<file path="src/rtl/op0_inverso.sv">
// op0_inverso: recovers Y from C = X*(Y+1) by bit-serial restoring division C / X
module op0_inverso (
  input  logic       clk,
  input  logic       rst_n,
  input  logic       start,
  input  logic [7:0] C,
  input  logic [3:0] X,
  output logic       busy,
  output logic       done,
  output logic [3:0] Y,
  output logic [1:0] err
);
  typedef enum logic [1:0] {IDLE, DIV, CHECK, DONE} state_t;
  state_t state;
  logic [7:0] c_sh;
  logic [3:0] x_r;
  logic [4:0] rem;
  logic [7:0] q;
  logic [2:0] cnt;
  logic [4:0] t;
  logic [4:0] diff;
  logic       ge;
  // one restoring-division step: trial subtract of the divisor from the shifted remainder
  always_comb begin
    t = {rem[3:0], c_sh[7]};
    diff = t - {1'b0, x_r};
    ge = t >= {1'b0, x_r};
  end
  // control FSM with datapath and registered results
  always_ff @(posedge clk or negedge rst_n) begin
    if (!rst_n) begin
      state <= IDLE;
      c_sh <= '0;
      x_r <= '0;
      rem <= '0;
      q <= '0;
      cnt <= '0;
      busy <= 1'b0;
      done <= 1'b0;
      Y <= '0;
      err <= '0;
    end else begin
      case (state)
        IDLE: if (start) begin
          c_sh <= C;
          x_r <= X;
          rem <= '0;
          q <= '0;
          cnt <= 3'd7;
          busy <= 1'b1;
          state <= DIV;
        end
        DIV: begin
          c_sh <= {c_sh[6:0], 1'b0};
          rem <= ge ? diff : t;
          q <= {q[6:0], ge};
          cnt <= cnt - 3'd1;
          if (cnt == 3'd0) state <= CHECK;
        end
        CHECK: begin
          err <= (x_r == 4'd0) ? 2'b01 :
                 (rem != 5'd0) ? 2'b10 :
                 (q == 8'd0 || q > 8'd16) ? 2'b11 : 2'b00;
          Y <= (x_r != 4'd0 && rem == 5'd0 && q != 8'd0 && q <= 8'd16) ? q[3:0] - 4'd1 : 4'd0;
          done <= 1'b1;
          state <= DONE;
        end
        default: begin
          done <= 1'b0;
          busy <= 1'b0;
          state <= IDLE;
        end
      endcase
    end
  end
endmodule

</file>
<file path="config.mk">
export PLATFORM = sky130hd
export DESIGN_NAME = op0_inverso
export DESIGN_NICKNAME = d
export VERILOG_FILES = /design/src/rtl/op0_inverso.sv
export SDC_FILE = /design/constraint.sdc
export NUM_CORES = 1
export LEC_CHECK = 0
export ABC_AREA = 1
export BUFFER_PORTS_ARGS = -buffer_cell sky130_fd_sc_hd__buf_2
export CAP_MARGIN = 20
export CORE_UTILIZATION = 35
export DETAILED_ROUTE_END_ITERATION = 12
export SLEW_MARGIN = 15
export SYNTH_ARGS = -nofsm -noshare
export SYNTH_HDL_FRONTEND = slang
export SYNTH_SLANG_ARGS = --single-unit
</file>
<file path="constraint.sdc">
create_clock -name clk -period 2.1 [get_ports clk]
set_input_delay 0.21 -clock clk [delete_from_list [all_inputs] [get_ports clk]]
set_output_delay 0.21 -clock clk [all_outputs]
set_load 0.05 [all_outputs]
</file>
After elaboration in Yosys (flattened, before gate mapping)
Index checks and enable logic that the tools add are counted.
{ "totals": {"regBits": 38, "in_bits": 15} }
{ "op_classes": {"muxes": 19, "order_cmp": 3, "addsub": 3, "eq_ne": 4, "reduce_logical": 19, "bitwise": 1} }
{ "op_table": {"columns": ["op", "n"], "rows": [
  ["$pmux 8 s2", 2],
  ["$mux 8", 2],
  ["$mux 2", 5],
  ["$mux 5", 2],
  ["$pmux 5 s2", 1],
  ["$gt 8x5->1 const B", 1],
  ["$le 8x5->1 const B", 1],
  ["$logic_not 8->1", 1],
  ["$reduce_and 2->1", 4],
  ["$reduce_bool 8->1", 1],
  ["$pmux 2 s3", 1],
  ["$pmux 3 s2", 1],
  ["$ge 5x4->1", 1],
  ["$logic_not 5->1", 1],
  ["$reduce_bool 5->1", 1],
  ["$sub 5x4->5", 1],
  ["$logic_not 4->1", 1],
  ["$mux 4", 1],
  ["$ne 2x2->1 const B", 2],
  ["$pmux 1 s2", 2],
  ["$reduce_bool 4->1", 1],
  ["$reduce_or 2->1", 2],
  ["$sub 4x1->4 const B", 1],
  ["$logic_and 1x1->1", 3],
  ["other kinds (10)", 10]
]} }

Depth between registers and ports, before layout
{ "logic_depth": {"depth_word": 5, "depth_mapped": 10} }

Worst setup path before layout
No wires, ideal clock.
{ "synth_timing": {"path_kind": "reg-to-reg", "start": "register c_sh[7]", "end": "register rem[4]", "path_stages_with_launch": 9, "synth_period_minus_slack_ns": 1.466, "t_arrival_ns": 1.348, "n_path_buf": 0, "slack_ns": 0.634, "cell_sequence": "dfrtp_1 -> inv_1 -> ha_1 -> fa_1 -> nand3b_1 -> nand4_1 -> nand2_1 -> nand3_1 -> nand2_1"} }
{ "synth_between": {"elab_chain_len": 3} }
{ "synth_lines": {"columns": ["item", "line", "rtl"], "rows": [
  ["from (decl)", "15", "logic [7:0] c_sh;"],
  ["from (signal assigned)", "54", "c_sh <= {c_sh[6:0], 1'b0};"],
  ["$sub 5x4->5 / $ge 5x4->1 (equally long branches)", "26, 27", null],
  ["$mux 5 (*)", "55", "rem <= ge ? diff : t;"],
  ["$pmux 5 s2 (*)", "43", "case (state)"],
  ["to (signal assigned)", "55", null],
  ["to (decl)", "17", "logic [4:0] rem;"]
]} }
Mark *: on every way between the ends. The rest lies on a longest branch, timed or not.
A chain may end at the register's enable or synchronous reset.

Worst setup path after layout
{ "layout_timing": {"start": "register state[1]", "end": "register state[0]"} }
{ "layout_between": {"elab_chain_len": 3} }
{ "layout_lines": {"columns": ["item", "line", "rtl"], "rows": [
  ["from (decl)", "14", "state_t state;"],
  ["from (signal assigned)", "32", "state <= IDLE;"],
  ["from (signal assigned)", "51", "state <= DIV;"],
  ["from (signal assigned)", "58", "if (cnt == 3'd0) state <= CHECK;"],
  ["$eq 2x1->1 / $logic_not 2->1 (equally long branches)", "43", null],
  ["$ne 2x2->1 (no line)", null, null],
  ["$reduce_and 2->1 (no line)", null, null]
]} }
Parallel ways exist; a longest one is shown, timed or not.

==> flow_metrics.env <==
export IMPL_post_route_min_period_ns=1.66
export IMPL_gr_total_overflow=0
export IMPL_setup_viol=0
export IMPL_cts_root_buffer="clkbuf_8"
export IMPL_crit_chain="inv_1 -> ha_1 -> buf_4 -> inv_1 -> o21ai_0 -> nand2_1 -> o31ai_1"
export IMPL_outcome="completed"
export IMPL_yosysTopAreaCellShare_pct=45.4
export IMPL_grt_max_degree=39
export IMPL_tightest_slew_ns=0.845
export IMPL_fmax_mhz=604
export IMPL_path_class="register to register"
export IMPL_ctsResizeCount=0
export IMPL_slew_viol_final=0
export IMPL_htree_levels=2
export IMPL_wirelength_um=3880
export IMPL_critical_path_required_ns=2.29
export IMPL_postCtsSetupRepairBufs=0
export IMPL_period_share_pct=78.9
export IMPL_ant_nets=0
export IMPL_place_gp_congestion=0.824
export IMPL_io_buffers=22
export IMPL_netlist_top_cells_area="dfrtp_1 45%, nand2_1 9.0%, ha_1 7.2%"
export IMPL_yosys_warnings=0
export IMPL_holdBufCountCts=0
export IMPL_fin_skew_ns=0.0103
export IMPL_r2r_slack_ns=0.44
export IMPL_syn_area_per_cell_um2=8.88
export IMPL_die_h_um=79.4
export IMPL_cp_arrival_ns=1.85
export IMPL_grt_usage_pct=15.0
export IMPL_synthArstFlopShare_pct=100
export IMPL_yosysMostFrequentCell="nand2_1"
export IMPL_yosys_area_top_type="dfrtp_1"
export IMPL_rsz0062_at_grt="no"
export IMPL_start_util_pct=37.1
export IMPL_drive_gt1_share_pct=21.7
export IMPL_route_vias_total=1572
export IMPL_crit_path_end_kind="register"
export IMPL_cts_buffers=5
export IMPL_die_w_um=79.4
export IMPL_syn_area_um2=2090
export IMPL_first_iter_violations=80
export IMPL_syn_nets=264
export IMPL_insertedDiodeCount=0
export IMPL_die_area_um2=6300
export IMPL_area_growth_pct=12.8
export IMPL_grt_pass1_vias=1606
export IMPL_placed_cells=327
export IMPL_remaining_drc_errors=0
export IMPL_drt_pass1_iterations=4
export IMPL_clock_latency_ns=0.29
export IMPL_cts_sinks=38
export IMPL_ios=23
export IMPL_wire_per_inst_um=11.6
export IMPL_slowest_delay_ns=0.41
export IMPL_cp_num_buf_inv=3
export IMPL_core_area_um2=5640
export IMPL_max_slew_margin_pct=43.7
export IMPL_path_clk_slew_ns=0.08
export IMPL_antenna_found_initial=0
export IMPL_synth_edf_count=0
export IMPL_power_density_nw_per_um2=1650
export IMPL_critPathLaunchType="register"
export IMPL_synthesis_instances=236
export IMPL_clk_path_buf_depth=2
export IMPL_slowest_stage="dfrtp_1"
export IMPL_final_hold_violation_count=0
export IMPL_finalNonFillerCells=335
export IMPL_ys_seq_area_share_pct=45.4
export IMPL_ir_drop_uv=654
export IMPL_hold_path_class="input port to asynchronous set/reset pin"
export IMPL_place_hpwl_um=2830
export IMPL_grt_pass1_wl_um=7200
export IMPL_worst_path_dominant_cell_family="compound AO/OA/AOI/OAI gates"
export IMPL_vias_per_cell=4.69
export IMPL_finalPower_uw=3900
export IMPL_rows=27
export IMPL_synthFlopType="dfrtp_1"
export IMPL_cp_max_fo=15
export IMPL_nets=290
export IMPL_cts_tree="built"
export IMPL_netlist_top_cells_count="50 x nand2_1, 38 x dfrtp_1, 37 x inv_1"
export IMPL_max_cap_violations=0
export IMPL_synth_cell_types=33
export IMPL_setup_tns_final_ns=0
export IMPL_ys_ff_latch=38
export IMPL_cpMostUsedCell="inv_1"
export IMPL_p_leak_uw=0.00123
placed cells by master, fill, tap and decap left out:
cell type | Yosys | layout
o211ai_2 | 4 | 4
o21ai_0 | 5 | 5
o22ai_1 | 6 | 6
o31ai_1 | 1 | 1
o21ai_1 | 1 | 1
nand3_2 | 2 | 2
nand4_1 | 1 | 1
a31oi_2 | 1 | 1
nand3b_1 | 1 | 1
nand2_1 | 50 | 50
buf_2 | 1 | 22
a21oi_1 | 7 | 7
buf_4 | 0 | 1
nand2_4 | 1 | 1
inv_4 | 1 | 1
nor2_1 | 16 | 16
nand3_1 | 20 | 20
inv_1 | 37 | 37
o21ai_2 | 8 | 8
nor3_1 | 1 | 1
o211ai_1 | 3 | 3
or2_1 | 1 | 1
ha_1 | 12 | 12
clkinv_2 | 0 | 2
mux2_2 | 1 | 1
nor2_2 | 3 | 3
nand2_8 | 1 | 1
xor2_1 | 3 | 3
bufinv_16 | 0 | 1
dfrtp_1 | 38 | 38
inv_2 | 2 | 2
a22oi_1 | 2 | 2
nand2_2 | 2 | 2
fa_1 | 1 | 1
clkbuf_8 | 0 | 5
registers in the layout, summed over array words and instances, names as in the netlist:
name   count
cnt        3
c_sh       8
done       1
err        2
busy       1
rem        5
q          8
x_r        4
Y          4
state      2
power by group:
group	switching (µW)	leakage (µW)	internal, µW
Sequential	136	0.000476	1010
Clock	266	0.0000579	350
Combinational	1420	0.000693	717
Total	1820	0.00123	2080
layer usage:
layer  share of wire, %  vias to the layer above  wire (µm)  track usage (%)
met5                  0                        -          0                0
met4                1.6                        0         64             5.45
met3                2.8                        8        109             3.45
met2                 44                       23       1710             24.0
met1                 52                      728       2000             19.6
li1                   -                      813          -                -
stage by stage:
step / utilization [%] / cell area [µm²] / setup WS (ns) / hold slack [ns]
after global routing: 41.9 / 2360 / 0.268 / 0.0875
after detailed placement: 40.0 / 2250 / 0.446 / 0.382
final: 41.9 / 2360 / 0.444 / 0.0184
after floorplan: - / 2090 / 0.634 / -0.0856
after CTS: 41.9 / 2360 / 0.434 / 0.0554
after global placement: 40.0 / 2250 / 0.503 / 0.382
kinds of logic after synthesis:
group | Yosys count | share of synthesized area (%)
AND/OR/NAND/NOR | 99 | 21.7
buffers and inverters | 44 | 9.56
AO/OA/AOI/OAI | 38 | 13.4
flip-flops | 38 | 45.4
adder cells (fa/ha/maj) | 13 | 8.12
XOR/XNOR | 3 | 1.25
multiplexers | 1 | 0.538
cell type report:
| class | count | area [µm²] |
|---|---|---|
| Inverter | 40 | 153 |
| Clock buffer | 5 | 68.8 |
| Timing Repair Buffer | 23 | 118 |
| Fill cell | 554 | 3280 |
| Clock inverter | 3 | 40.0 |
| Multi-Input combinational cell | 154 | 943 |
| Tap cell | 72 | 90.1 |
| Sequential cell | 38 | 951 |
worst paths after layout:
path | depth (start not counted) | endpoint | start
max | 7 | state[0]$_DFFE_PN0P_ | state[1]$_DFFE_PN0P_
min | 1 | Y[2]$_DFFE_PN0P_ | rst_n
max reg2reg | 7 | state[0]$_DFFE_PN0P_ | state[1]$_DFFE_PN0P_
min reg2reg | 2 | Y[3]$_DFFE_PN0P_ | Y[3]$_DFFE_PN0P_
max in group asynchronous | 1 | cnt[2]$_DFFE_PN0P_ | rst_n
min in group clk | 2 | x_r[0]$_DFFE_PN0P_ | X[0]
No activity file was read; power rests on OpenSTA's default activity.
